`config.mk`:
```
export PLATFORM = sky130hd
export DESIGN_NAME = serial_adder
export DESIGN_NICKNAME = d
export VERILOG_FILES = /design/src/rtl/serial_adder_pkg.sv /design/src/rtl/serial_adder_fa_cell.sv /design/src/rtl/serial_adder.sv
export SDC_FILE = /design/constraint.sdc
export NUM_CORES = 1
export LEC_CHECK = 0
export ABC_CLOCK_PERIOD_IN_PS = 5000
export BUFFER_PORTS_ARGS = -buffer_cell sky130_fd_sc_hd__clkbuf_2
export CAP_MARGIN = 15
export CORE_ASPECT_RATIO = 0.8
export CORE_UTILIZATION = 58
export CTS_CLUSTER_DIAMETER = 80
export DETAILED_ROUTE_END_ITERATION = 10
export PLACE_DENSITY = 0.83
export SLEW_MARGIN = 25
export SYNTH_ARGS = -nofsm -noshare
export SYNTH_HDL_FRONTEND = slang
export SYNTH_SLANG_ARGS = --single-unit
```
`constraint.sdc`:
```
create_clock -name clk -period 5 [get_ports clk]
set_input_delay 0.25 -clock clk [delete_from_list [all_inputs] [get_ports clk]]
set_output_delay 0.25 -clock clk [all_outputs]
set_load 0.01 [all_outputs]
```
`src/rtl/serial_adder_pkg.sv`:
```
// Shared types and elaboration helpers for the slice-serial adder/subtractor.
package serial_adder_pkg;

    typedef enum logic [1:0] {
        IDLE = 2'd0,
        RUN  = 2'd1,
        DONE = 2'd2
    } state_t;

    function automatic int calc_nsteps(input int width, input int bpc);
        return width / bpc;
    endfunction

    // Step counter needs at least one bit even when a single step covers the word.
    function automatic int cnt_width(input int nsteps);
        return (nsteps > 1) ? $clog2(nsteps) : 1;
    endfunction

endpackage

```
`src/rtl/serial_adder_fa_cell.sv`:
```
// Single-bit full adder; chained per slice by the serial adder.
module fa_cell (
    input  logic a,
    input  logic b,
    input  logic cin,
    output logic s,
    output logic cout
);
    assign s    = a ^ b ^ cin;
    assign cout = (a & b) | (cin & (a ^ b));
endmodule

```
`src/rtl/serial_adder.sv`:
```
// Multi-cycle adder/subtractor: BITS_PER_CYCLE-bit ripple slice reused LSB-first
// across the operand, with valid/ready handshakes on both sides.
module serial_adder
    import serial_adder_pkg::*;
#(
    parameter int WIDTH          = 8,
    parameter int BITS_PER_CYCLE = 1
) (
    input  logic             clk,
    input  logic             rst_n,
    input  logic             in_valid,
    output logic             in_ready,
    input  logic [WIDTH-1:0] a,
    input  logic [WIDTH-1:0] b,
    input  logic             c_in,
    input  logic             sub,
    output logic             out_valid,
    input  logic             out_ready,
    output logic [WIDTH-1:0] sum,
    output logic             c_out,
    output logic             ovf
);
    localparam int NSTEPS = calc_nsteps(WIDTH, BITS_PER_CYCLE);
    localparam int CNT_W  = cnt_width(NSTEPS);

    if (WIDTH < 2) begin : g_bad_width
        $error("serial_adder: WIDTH must be at least 2");
    end
    if (WIDTH % BITS_PER_CYCLE != 0) begin : g_bad_bpc
        $error("serial_adder: BITS_PER_CYCLE must divide WIDTH");
    end

    state_t             state_q, state_d;
    logic [WIDTH-1:0]   a_q, a_d, b_q, b_d, sum_q, sum_d;
    logic               carry_q, carry_d;
    logic               ovf_q, ovf_d;
    logic               ready_q;
    logic [CNT_W-1:0]   cnt_q, cnt_d;

    int                          slice_base;
    logic [BITS_PER_CYCLE-1:0]   slice_a, slice_b, slice_s;
    logic [BITS_PER_CYCLE:0]     chain;

    assign slice_base = int'(cnt_q) * BITS_PER_CYCLE;
    assign slice_a    = a_q[slice_base +: BITS_PER_CYCLE];
    assign slice_b    = b_q[slice_base +: BITS_PER_CYCLE];
    assign chain[0]   = carry_q;

    for (genvar gi = 0; gi < BITS_PER_CYCLE; gi++) begin : g_chain
        fa_cell u_fa (
            .a    (slice_a[gi]),
            .b    (slice_b[gi]),
            .cin  (chain[gi]),
            .s    (slice_s[gi]),
            .cout (chain[gi+1])
        );
    end

    always_comb begin
        state_d   = state_q;
        a_d       = a_q;
        b_d       = b_q;
        sum_d     = sum_q;
        carry_d   = carry_q;
        ovf_d     = ovf_q;
        cnt_d     = cnt_q;
        in_ready  = 1'b0;
        out_valid = 1'b0;
        case (state_q)
            IDLE: begin
                // ready_q keeps in_ready low until the first edge after reset release.
                in_ready = ready_q;
                if (in_valid && ready_q) begin
                    a_d     = a;
                    b_d     = sub ? ~b : b;
                    carry_d = sub ? 1'b1 : c_in;
                    cnt_d   = '0;
                    sum_d   = '0;
                    ovf_d   = 1'b0;
                    state_d = RUN;
                end
            end
            RUN: begin
                sum_d[slice_base +: BITS_PER_CYCLE] = slice_s;
                carry_d = chain[BITS_PER_CYCLE];
                if (cnt_q == CNT_W'(NSTEPS - 1)) begin
                    // Signed overflow: carry into the MSB differs from carry out of it.
                    ovf_d   = chain[BITS_PER_CYCLE] ^ chain[BITS_PER_CYCLE-1];
                    state_d = DONE;
                end else begin
                    cnt_d = cnt_q + CNT_W'(1);
                end
            end
            DONE: begin
                out_valid = 1'b1;
                if (out_ready) begin
                    state_d = IDLE;
                end
            end
            default: state_d = IDLE;
        endcase
    end

    always_ff @(posedge clk or negedge rst_n) begin
        if (!rst_n) begin
            state_q <= IDLE;
            a_q     <= '0;
            b_q     <= '0;
            sum_q   <= '0;
            carry_q <= 1'b0;
            ovf_q   <= 1'b0;
            cnt_q   <= '0;
            ready_q <= 1'b0;
        end else begin
            state_q <= state_d;
            a_q     <= a_d;
            b_q     <= b_d;
            sum_q   <= sum_d;
            carry_q <= carry_d;
            ovf_q   <= ovf_d;
            cnt_q   <= cnt_d;
            ready_q <= 1'b1;
        end
    end

    assign sum   = sum_q;
    assign c_out = carry_q;
    assign ovf   = ovf_q;

endmodule

```
Yosys cells after proc, flatten, opt, wreduce, memory -nomap -nowiden
Index checks and enable logic that the tools add are counted.
{"block": "classes", "add_sub_neg": 2, "eq_ne": 7, "shift": 4, "mux": 19, "n_bitwise": 7, "n_reduce_logical": 8}
{"cell": "negation 3 -> 33 bit", "n": 1}
{"cell": "variable shift 1 x 33 -> 8 bit, first input constant", "n": 1}
{"cell": "variable part select 1 x 33 -> 8 bit", "n": 1}
{"cell": "2-to-1 mux 8 bit", "n": 2}
{"cell": "one-hot mux 8 bit (2 select lines)", "n": 1}
{"cell": "variable part select 8 x 4 -> 1 bit", "n": 2}
{"cell": "AND reduction 3 bit", "n": 3}
{"cell": "bitwise mux 8 bit", "n": 1}
{"cell": "inequality test 2 bit, second input constant", "n": 4}
{"cell": "NOT 8 bit", "n": 1}
{"cell": "2-to-1 mux 1 bit", "n": 6}
{"cell": "2-to-1 mux 2 bit", "n": 3}
{"cell": "2-to-1 mux 3 bit", "n": 2}
{"cell": "one-hot mux 2 bit (3 select lines)", "n": 1}
{"cell": "one-hot mux 3 bit (2 select lines)", "n": 1}
{"cell": "one-hot mux 1 bit (2 select lines)", "n": 2}
{"cell": "AND reduction 2 bit", "n": 2}
{"cell": "adder 3 x 1 -> 3 bit, second input constant", "n": 1}
{"cell": "== test 3 bit, second input constant", "n": 1}
{"cell": "XOR 1 bit", "n": 3}
{"cell": "bitwise AND 1 bit", "n": 2}
{"cell": "== test 2 x 1 -> 1 bit, second input constant", "n": 1}
{"cell": "== test 2 bit, second input constant", "n": 1}
{"cell": "zero test 2 bit", "n": 1}
{"cell": "3 further kinds", "n": 3}
{"block": "totals", "register_bits": 32, "output_inout_bits": 12, "elab_cells": 55}

Logic depth before layout (Yosys ltp)
Gate-level depths: netlist (run 1).
{"block": "depth", "depth_word": 7, "depth_mapped": 8, "ltp_nobuf": 7}

Cells and area by module
A second synthesis (run 1) with hierarchy kept.
{"block": "unflattened", "cells_unflattened": 166, "area_unflattened_um2": 1715.4}
{"module": "serial_adder", "instances": 1, "cells_each": 165, "area_each_um2": 1695.4, "seq_area_each_um2": 800.8}
{"module": "fa_cell", "instances": 1, "cells_each": 1, "area_each_um2": 20.0, "seq_area_each_um2": 0.0}

Worst setup path after synthesis (run 1)
Ideal clock, no wire load.
{"block": "synth_path", "path_type": "reg-to-reg", "start": "register cnt_q[0]", "end": "register sum_q[2] (netlist: sum[2])", "arrival_ps": 2234, "slack_ps": 2683, "stages_incl_launch_ff": 9, "cell_sequence": "dfrtp_1 buf_2 mux4_2 nand2_1 nand2_1 fa_1 and3b_2 nand4_1 o22ai_1"}
{"block": "synth_between", "elab_chain_cells": 6}
{"element": "start: declaration", "line": "serial_adder.sv:38", "text": "logic [CNT_W-1:0] cnt_q, cnt_d;"}
{"element": "start signal: assignment", "line": "serial_adder.sv:121", "text": "cnt_q <= cnt_d;"}
{"element": "variable part select 8 x 4 -> 1 bit, on equally long branches", "line": "serial_adder.sv:45, serial_adder.sv:46"}
{"element": "XOR 1 bit (2 in a row)", "line": "serial_adder_fa_cell.sv:9", "text": "assign s = a ^ b ^ cin;"}
{"element": "variable part select 1 x 33 -> 8 bit", "line": "serial_adder.sv:84", "text": "sum_d[slice_base +: BITS_PER_CYCLE] = slice_s;"}
{"element": "bitwise mux 8 bit (*)", "line": "serial_adder.sv:84"}
{"element": "one-hot mux 8 bit (2 select lines) (*)", "line": "serial_adder.sv:69", "text": "case (state_q)"}
{"element": "end signal: assignment", "line": "serial_adder.sv:118", "text": "sum_q <= sum_d;"}
{"element": "end: declaration", "line": "serial_adder.sv:34", "text": "logic [WIDTH-1:0] a_q, a_d, b_q, b_d, sum_q, sum_d;"}
Mark *: on every way between the ends. The rest lies on a longest branch, timed or not.
A chain may end at the register's enable or synchronous reset.

Worst setup path in the final report (run 1)
Ends and elaborated chain as after synthesis.

==> results of run 1 <==
-- cell families (layout without fill, tap and decap cells) --
kind of cell    Yosys count  count (layout)  share of synthesized area (%)
compound gates           24              24                           9.12
xor+xnor                  9               9                           4.56
fa+ha+maj                 8               8                           6.22
buf+inv                  16              49                           4.27
flops                    32              32                           46.3
mux                       5               5                           6.08
other cells               1               1                          0.217
simple gates             80              80                           23.2
-- state kept, by name (all words and copies together) (netlist names) --
register / cells
c_out: 1
sum: 8
state_q: 2
cnt_q: 3
b_q: 8
ovf: 1
ready_q: 1
a_q: 8
-- critical path, cell delays in order, from the launching register on --
cell,delay (ns)
dfrtp_1,0.72
mux4_2,0.58
nand2_1,0.08
nand2_1,0.07
fa_1,0.53
and3b_2,0.23
nand4_1,0.14
o22ai_1,0.17
-- report_power, final --
group	internal (mW)	total, mW	leakage (nW)	switching, mW
sequential	0.374	0.487	0.409	0.113
combinational	0.280	0.602	0.530	0.322
clock	0.148	0.240	0.0552	0.0928
total	0.802	1.33	0.994	0.528
-- cell type report --
type	instances	area share, %
well taps	38	2.36
clock buffers	6	3.60
clock inverters	2	1.74
flip-flops and latches	32	39.8
inverters	6	1.12
repair buffers	35	8.95
multi-input cells	127	42.4
-- routing by layer --
layer | vias up | track usage [%]
met5 | - | 0
met4 | 0 | 11.6
met1 | 609 | 31.5
li1 | 658 | -
met3 | 5 | 5.58
met2 | 53 | 37.6
-- worst min path at each step --
stage,from,to
6_report,rst_n,cnt_q[0]
5_1_grt,rst_n,cnt_q[0]
4_1_cts,rst_n,ready_q
3_5_place_dp,rst_n,state_q[1]
3_3_place_gp,rst_n,state_q[1]
2_1_floorplan,rst_n,a_q[0]
-- layout by cell type (no fill, tap or decap), types with 2 or more instances in the layout --
cell type / n
and3_1: 2
nor2_1: 3
nand4_1: 4
o211ai_1: 2
xnor2_1: 9
clkbuf_2: 33
clkbuf_8: 5
nand2b_1: 2
nand3_1: 4
o311ai_1: 2
mux4_2: 4
o21ai_0: 2
nor3_1: 2
nand2_1: 50
buf_4: 2
o21ai_1: 10
ha_1: 7
inv_1: 6
nor4b_1: 3
o22ai_1: 4
dfrtp_1: 32
a22o_1: 2
-- per-stage QoR --
step	hold slack (ns)	cells	power, mW	cell area (sq um)	setup WS (ns)
global route	0.107	246	1.43	2010	2.21
global placement	0.347	238	1.05	1910	2.52
floorplan	-0.0456	175	0.934	1730	2.68
CTS	0.0588	246	1.33	2010	2.39
detailed placement	0.365	238	1.09	1910	2.42
finish	0.0335	246	1.33	2010	2.40
==> flow_metrics.tcl, run 1 <==
set metrics [dict create \
    outcome "finished clean" \
    worstMarginPinSlew_ns 0.775 \
    cts_sinks 32 \
    num_rows 17 \
    synth_area_leaders "dfrtp_1 46%, nand2_1 11%, mux4_2 5.2%" \
    leakagePower_nw 0.994 \
    drive_gt1_share_pct 26.0 \
    post_cts_buffers 0 \
    synth_cell_types 37 \
    die_h_microns 50.8 \
    setup_tns_ns 0 \
    synth_area_sq_um 1730 \
    cts_buffer_depth 2 \
    drt_iter0_drc 123 \
    min_period_over_period_pct 52.0 \
    grt-ovfl-total 0 \
    antenna_found_initial 0 \
    startpoint "cnt_q[0]" \
    critPathCaptureType "flop" \
    ctsHoldBuffers 0 \
    wl_per_cell_microns 13.4 \
    fin_nets 237 \
    route.detailed.drc 0 \
    gp_congestion 0.908 \
    syn-num-nets 205 \
    wl_met3_microns 196 \
    place_hpwl_microns 2400 \
    slew_violations 0 \
    regArea_sq_um 801 \
    start_util_pct 62.1 \
    avgSynthCellArea_sq_um 9.88 \
    critPathKind "flop to flop" \
    clock_latency_ns 0.28 \
    grt.total_usage_pct 23.9 \
    max_cap_violations 0 \
    synth_edf_count 0 \
    wl_met2_microns 1600 \
    cts_tree "yes" \
    hold_viol 0 \
    hold_path_class "primary input to asynchronous set/reset pin" \
    num_io_pins 34 \
    cts_max_level 2 \
    critical_path_required_ns 5.20 \
    clock_skew_ns 0.00678 \
    period_needed_ns 2.60 \
    topRoutingLayerUsed "met4" \
    routed_wl_microns 3290 \
    r2r_start "cnt_q[0]" \
    grt_setup_unrepaired "no" \
    wl_met1_microns 1440 \
    drt_first_pass_iters 4 \
    finish.utilization_pct 72.2 \
    grt_max_degree 35 \
    reg2reg_to "sum[2]" \
    ys_seq_area_share_pct 46.3 \
    vias_per_cell 5.39 \
    port_buffers 33 \
    async_flop_share_pct 100 \
    ys_ff_latch 32 \
    worst_ep_arrival_time_ns 2.80 \
    netlist_instances 175 \
    grt_pass1_vias 1244 \
    crit_path_end "sum[2]" \
    crit_path_start_kind "flop" \
    area_growth_pct 16.4 \
    synth_top_cells_by_count "50 x nand2_1, 32 x dfrtp_1, 10 x o21ai_1, 9 x xnor2_1, 7 x ha_1" \
    synth_most_common_cell "nand2_1" \
    antenna_cells 0 \
    synth_ff_type "dfrtp_1" \
    synth_warnings 0 \
    antenna_left 0 \
    cts_resized 0 \
    max-vdd-ir-drop_uv 338 \
    max_slew_margin_pct 48.3 \
    die-area_sq_um 3200 \
    max_freq_mhz 385 \
    route.vias.total 1325 \
    die_x_microns 63.0 \
    multi_input_area_sq_um 855 \
    finalSetupViolCount 0 \
    core_sq_um 2790 \
    yosysTopAreaCell "dfrtp_1" \
    cts_root_buffer "clkbuf_8" \
    powerDensity_nw_per_um2 660 \
    clkTransAtPathRegs_ns 0.07 \
    critPathMaxFanout 13 \
    nFillCells 226 \
    yosysTopAreaCellShare_pct 46.3 \
    grt_pass1_wl_microns 5650 \
    ff2ff_path_depth 7 \
    numCtsBuffers 5 \
    worst-r2r-setup-slack_ns 2.40 \
]
Power figures use the tool's default switching activity.
==> run 2: changes to the inputs <==
ABC_AREA = 1   (was default)
ABC_CLOCK_PERIOD_IN_PS = 2500   (was 5000)
CORE_UTILIZATION = 55   (was 58)
PLACE_DENSITY = 0.79   (was 0.83)
clock period = 2.5 ns   (was 5 ns; I/O delays follow)
==> run 2 against run 1 <==
Highest routed layer unchanged. Global-route usage decreased by 0.71 points. Critical path depth increased by 3. Clock skew decreased by 0.0023 ns. Area after synthesis increased by 8.0%. Die area increased by 13%. Core utilization decreased by 4.7 points. First-iteration DRC count decreased by 28%. Critical path type unchanged. Clock power increased by 68%. Design area increased by 5.8%. Routed wire length increased by 5.0%. Hold slack got worse by 0.021 ns. Register-to-register slack got worse by 2.1 ns. Critical endpoint is now sum[1].
==> flow_metrics.tcl, run 2 <==
set metrics [dict create \
    outcome "finished clean" \
    vias_per_cell 4.99 \
    cts_max_level 2 \
    hold_viol 0 \
    crit_path_frequent_cell "nand2_1" \
    fin_nets 290 \
    drt_iter0_drc 88 \
    nFillCells 291 \
    powerDensity_nw_per_um2 1250 \
    antenna_left 0 \
    crit_path_end "sum[1]" \
    cp.buffers_inverters 1 \
    avgSynthCellArea_sq_um 8.33 \
    setup_tns_ns 0 \
    num_rows 18 \
    drt_first_pass_iters 4 \
    synth_area_leaders "dfrtp_1 43%, nand2_1 17%, ha_1 4.7%" \
    numCtsBuffers 5 \
    die-area_sq_um 3630 \
    synth_top_cells_by_count "84 x nand2_1, 32 x dfrtp_1, 15 x inv_1, 13 x o21ai_0, 9 x nand3_1" \
    critical_path_required_ns 2.72 \
    critPathMaxFanout 11 \
    min_period_over_period_pct 86.3 \
    ys_ff_latch 32 \
    grt_pass1_vias 1450 \
    cts_buffer_depth 2 \
    clkPwrFrac_pct 15.2 \
    start_util_pct 59.2 \
    reg2reg_to "sum[1]" \
    synth_most_common_cell "nand2_1" \
    cpPeakStageDelay_ns 0.55 \
    critPathKind "flop to flop" \
    startpoint "cnt_q[0]" \
    routed_wl_microns 3460 \
    regArea_sq_um 801 \
    period_needed_ns 2.16 \
    yosysTopAreaCell "dfrtp_1" \
    ys_seq_area_share_pct 42.9 \
    clock_latency_ns 0.28 \
    leakagePower_nw 1.21 \
    num_io_pins 34 \
    final_cell_mix "84 x nand2_1, 33 x clkbuf_2, 32 x dfrtp_1, 15 x inv_1, 13 x o21ai_0" \
    die_h_microns 54.1 \
    route.vias.total 1502 \
    grt_pass1_wl_microns 6070 \
    clock_skew_ns 0.00444 \
    core_sq_um 3150 \
    cts_tree "yes" \
    worst-path-stages 10 \
    cts_resized 0 \
    antenna_cells 0 \
    synth_cell_types 31 \
    crit_path_start_kind "flop" \
    netlist_instances 224 \
    port_buffers 33 \
    drive_gt1_share_pct 25.3 \
    area_growth_pct 14.1 \
    crit_family "simple AND/OR/NAND/NOR gates" \
    cts_root_buffer "clkbuf_8" \
    cts_sinks 32 \
    antenna_found_initial 0 \
    swShare_pct 44.9 \
    place_area_sq_um 2030 \
    worst-r2r-setup-slack_ns 0.34 \
    syn-num-nets 254 \
    place_hpwl_microns 2620 \
    max-vdd-ir-drop_uv 563 \
    async_flop_share_pct 100 \
    die_x_microns 67.1 \
    grt_setup_unrepaired "no" \
    grt-ovfl-total 0 \
    gp_congestion 0.866 \
    final_area_sq_um 2130 \
    clkTransAtPathRegs_ns 0.06 \
    max_freq_mhz 463 \
    critPathCaptureType "flop" \
    grt_max_degree 33 \
    r2r_start "cnt_q[0]" \
    finalSetupViolCount 0 \
    final_common_cell "nand2_1" \
    synth_warnings 0 \
    worstMarginPinSlew_ns 0.773 \
    ff2ff_path_depth 10 \
    multi_input_area_sq_um 916 \
    synth_area_sq_um 1870 \
    route.detailed.drc 0 \
    critical_path.slowest_cell "fa_1" \
    p_sw_mw 1.19 \
    grt.total_usage_pct 23.2 \
    p_seq_share_pct 33.7 \
    hold_path_class "primary input to flop" \
    combPwrFrac_pct 51.0 \
    max_slew_margin_pct 48.5 \
    worst_ep_arrival_time_ns 2.38 \
    max_cap_violations 0 \
    synth_ff_type "dfrtp_1" \
    intPower_mw 1.46 \
    synth_edf_count 0 \
    slew_violations 0 \
    yosysTopAreaCellShare_pct 42.9 \
    wl_per_cell_microns 11.5 \
    crit_chain "inv_2 > o21ai_0 > o22ai_1 > nand2_1 > nand2_1 > fa_1 > nand2_4 > nor3_1 > nand2_1 > nand2_1" \
]
run 2: worst register-to-register path, stage by stage (launching register included):
cell and delay (ns):
dfrtp_1 0.50, inv_2 0.16, o21ai_0 0.18, o22ai_1 0.10
nand2_1 0.07, nand2_1 0.07, fa_1 0.55, nand2_4 0.07
nor3_1 0.23, nand2_1 0.09, nand2_1 0.07
run 2: power by group through the flow:
stage               Combinational (mW)  Sequential (mW)  Clock (mW)
floorplan                         1.08            0.874           0
global route                      1.56            0.920       0.433
detailed placement                1.35            0.903           0
finish                            1.35            0.895       0.404
global placement                  1.32            0.893           0
CTS                               1.36            0.896       0.411
run 2: metal layers:
| layer | track usage, % | share of wire [%] | wire, microns |
|---|---|---|---|
| met5 | 0 | 0 | 0 |
| met4 | 10.6 | 1.7 | 58 |
| met3 | 5.72 | 4.0 | 139 |
| met2 | 39.8 | 47 | 1610 |
| met1 | 27.6 | 48 | 1650 |
run 2: layout make-up:
class	instances	area share (%)
Inverter	22	4.23
Multi-Input combinational cell	164	43.0
Timing Repair Buffer	35	8.58
Sequential cell	32	37.6
Tap cell	40	2.35
Clock buffer	8	4.23
run 2: cell families (layout without fill, tap and decap cells):
kind of cell	after synthesis	after routing	share of synthesized area, %
compound gates	28	28	9.32
buf+inv	28	65	8.04
xor+xnor	9	9	4.22
fa+ha+maj	8	8	5.76
simple gates	118	118	29.6
flops	32	32	42.9
other cells	1	1	0.201
run 2: per-stage QoR:
| stage | util (%) | hold WS [ns] | std cells | power [mW] | setup slack [ns] |
|---|---|---|---|---|---|
| 2_1_floorplan | - | -0.171 | 224 | 1.95 | 0.583 |
| 3_3_place_gp | 64.4 | 0.239 | 292 | 2.22 | 0.434 |
| 3_5_place_dp | 64.4 | 0.246 | 292 | 2.25 | 0.363 |
| 4_1_cts | 67.5 | 0.00799 | 301 | 2.67 | 0.332 |
| 5_1_grt | 67.5 | 0.0143 | 301 | 2.91 | 0.138 |
| 6_report | 67.5 | 0.0122 | 301 | 2.65 | 0.342 |
run 2: worst min path at each step:
stage	start	to	slack [ns]	cells past startpoint
CTS	out_ready	state_q[1]	0.008	2
finish	out_ready	state_q[1]	0.01	2
global placement	rst_n	ready_q	0.24	1
floorplan	rst_n	a_q[0]	-0.17	0
detailed placement	rst_n	ready_q	0.25	1
global route	out_ready	state_q[1]	0.01	2
run 2: what timing repair did:
| item | in CTS | in global routing |
|---|---|---|
| hold endpoints to repair | 32 | 0 |
| buffers inserted | 0 | 0 |
| hold buffers | 1 | 0 |
==> run 3: changes to the inputs <==
CORE_ASPECT_RATIO = default   (was 0.8)
REMOVE_ABC_BUFFERS = 1   (was default)
==> run 3 against run 2 <==
Sequential share of layout area down 1.4 points. Global-route usage down 0.78 points. Routed wire length down 0.78%. Maximum frequency up 1.2%. Via count up 0.60%. Combinational power about the same. Critical path type unchanged. Largest power group unchanged. Design area up 3.8%.
==> flow_metrics.tcl, run 3 (synthesized netlist as in run 2, its figures left out) <==
set metrics [dict create \
    drive_gt1_share_pct 24.8 \
    antenna_found_initial 0 \
    worstMarginPinSlew_ns 0.785 \
    start_util_pct 59.7 \
    post_cts_buffers 0 \
    finalSetupViolCount 0 \
    core_sq_um 3130 \
    clock_latency_ns 0.33 \
    grt_pass1_vias 1395 \
    final_common_cell "nand2_1" \
    place_hpwl_microns 2430 \
    max_freq_mhz 469 \
    period_needed_ns 2.13 \
    drt_first_pass_iters 4 \
    critical_path_required_ns 2.77 \
    min_period_over_period_pct 85.3 \
    wl_per_cell_microns 10.9 \
    crit_path_end "sum[5]" \
    slew_violations 0 \
    setup_tns_ns 0 \
    outcome "finished clean" \
    worst-r2r-setup-slack_ns 0.37 \
    port_buffers 33 \
    max_cap_violations 0 \
    multi_input_area_sq_um 916 \
    cts_tree "yes" \
    crit_path_start_kind "flop" \
    route.vias.total 1511 \
    grt-ovfl-total 0 \
    route.detailed.drc 0 \
    reg2reg_to "sum[5]" \
    antenna_left 0 \
    max_slew_margin_pct 47.7 \
    fin_nets 299 \
    final_cell_mix "84 x nand2_1, 33 x clkbuf_2, 32 x dfrtp_1, 15 x inv_1, 13 x o21ai_0" \
    critPathKind "flop to flop" \
    nFillCells 259 \
    grt_pass1_wl_microns 5860 \
    powerDensity_nw_per_um2 1190 \
    die_h_microns 60.3 \
    ff2ff_path_depth 10 \
    die-area_sq_um 3630 \
    drt_iter0_drc 37 \
    num_io_pins 34 \
    grt_setup_unrepaired "no" \
    cts_sinks 32 \
    hold_path_class "primary input to flop" \
    cts_root_buffer "clkbuf_4" \
    critPathMaxFanout 11 \
    clkTransAtPathRegs_ns 0.11 \
    grt.total_usage_pct 22.4 \
    max-vdd-ir-drop_uv 581 \
    finish.utilization_pct 70.7 \
    cts_buffer_depth 2 \
    numCtsBuffers 5 \
    critPathCaptureType "flop" \
    r2r_start "cnt_q[0]" \
    leakagePower_nw 1.24 \
    clock_skew_ns 0.0147 \
    die_x_microns 60.3 \
    num_rows 20 \
    routed_wl_microns 3430 \
    regArea_sq_um 801 \
    worst_ep_arrival_time_ns 2.40 \
    vias_per_cell 4.81 \
    grt_max_degree 33 \
    gp_congestion 0.845 \
    antenna_cells 0 \
    startpoint "cnt_q[0]" \
    hold_viol 0 \
    area_growth_pct 18.4 \
    cts_max_level 2 \
]
[run 3: area by class of cell]
type	count	share of cell area, %
clock inverter	2	1.58
sequential	32	36.2
tap	44	2.49
timing repair buffer	44	12.3
inverter	22	4.07
clock buffer	6	1.87
multi-input combinational	164	41.4
[run 3: power by group]
group / switching (mW) / internal [mW] / leakage [nW]
Sequential: 0.149 / 0.723 / 0.409
Combinational: 0.850 / 0.520 / 0.794
Clock: 0.175 / 0.210 / 0.0422
[run 3: how the worst min path moves through the flow]
stage | slack, ns | from | cells past startpoint | to
floorplan | -0.17 | rst_n | 0 | a_q[0]
global placement | 0.24 | rst_n | 1 | sum[6]
detailed placement | 0.24 | rst_n | 1 | sum[2]
CTS | 0.007 | a[4] | 3 | a_q[4]
global route | 0.04 | c_in | 3 | c_out
finish | 0.05 | c_in | 3 | c_out
[run 3: worst max-delay path, stage by stage, from the launching register on]
cell and delay, ns:
dfrtp_1 0.47, buf_4 0.21, o21ai_0 0.16, o22ai_1 0.09, nand2_1 0.06, nand2_1 0.06
fa_1 0.55, nand2_4 0.07, nor3_1 0.22, nand2_1 0.08, nand2_1 0.07
[run 3: repair_timing]
item / in CTS / in global routing
setup endpoints to repair: 0 / 0
gates resized for setup: 0 / 0
hold buffers: 9 / 1
endpoints found under the hold margin: 40 / 1
[run 3: through the flow]
| stage | setup slack, ns | instances | total power, mW | hold WS [ns] | instance area [sq um] |
|---|---|---|---|---|---|
| finish | 0.367 | 314 | 2.63 | 0.0492 | 2210 |
| global route | 0.0928 | 314 | 2.89 | 0.0404 | 2210 |
| CTS | 0.377 | 313 | 2.65 | 0.00688 | 2200 |
| detailed placement | 0.419 | 296 | 2.24 | 0.245 | 2030 |
| global placement | 0.481 | 296 | 2.20 | 0.241 | 2030 |
| floorplan | 0.506 | 218 | 1.91 | -0.171 | 1810 |
[run 3: layer usage]
metal	track usage, %	share of wire (%)
met5	0	0
met4	11.6	1.7
met3	5.84	3.3
met2	38.1	50
met1	25.6	45
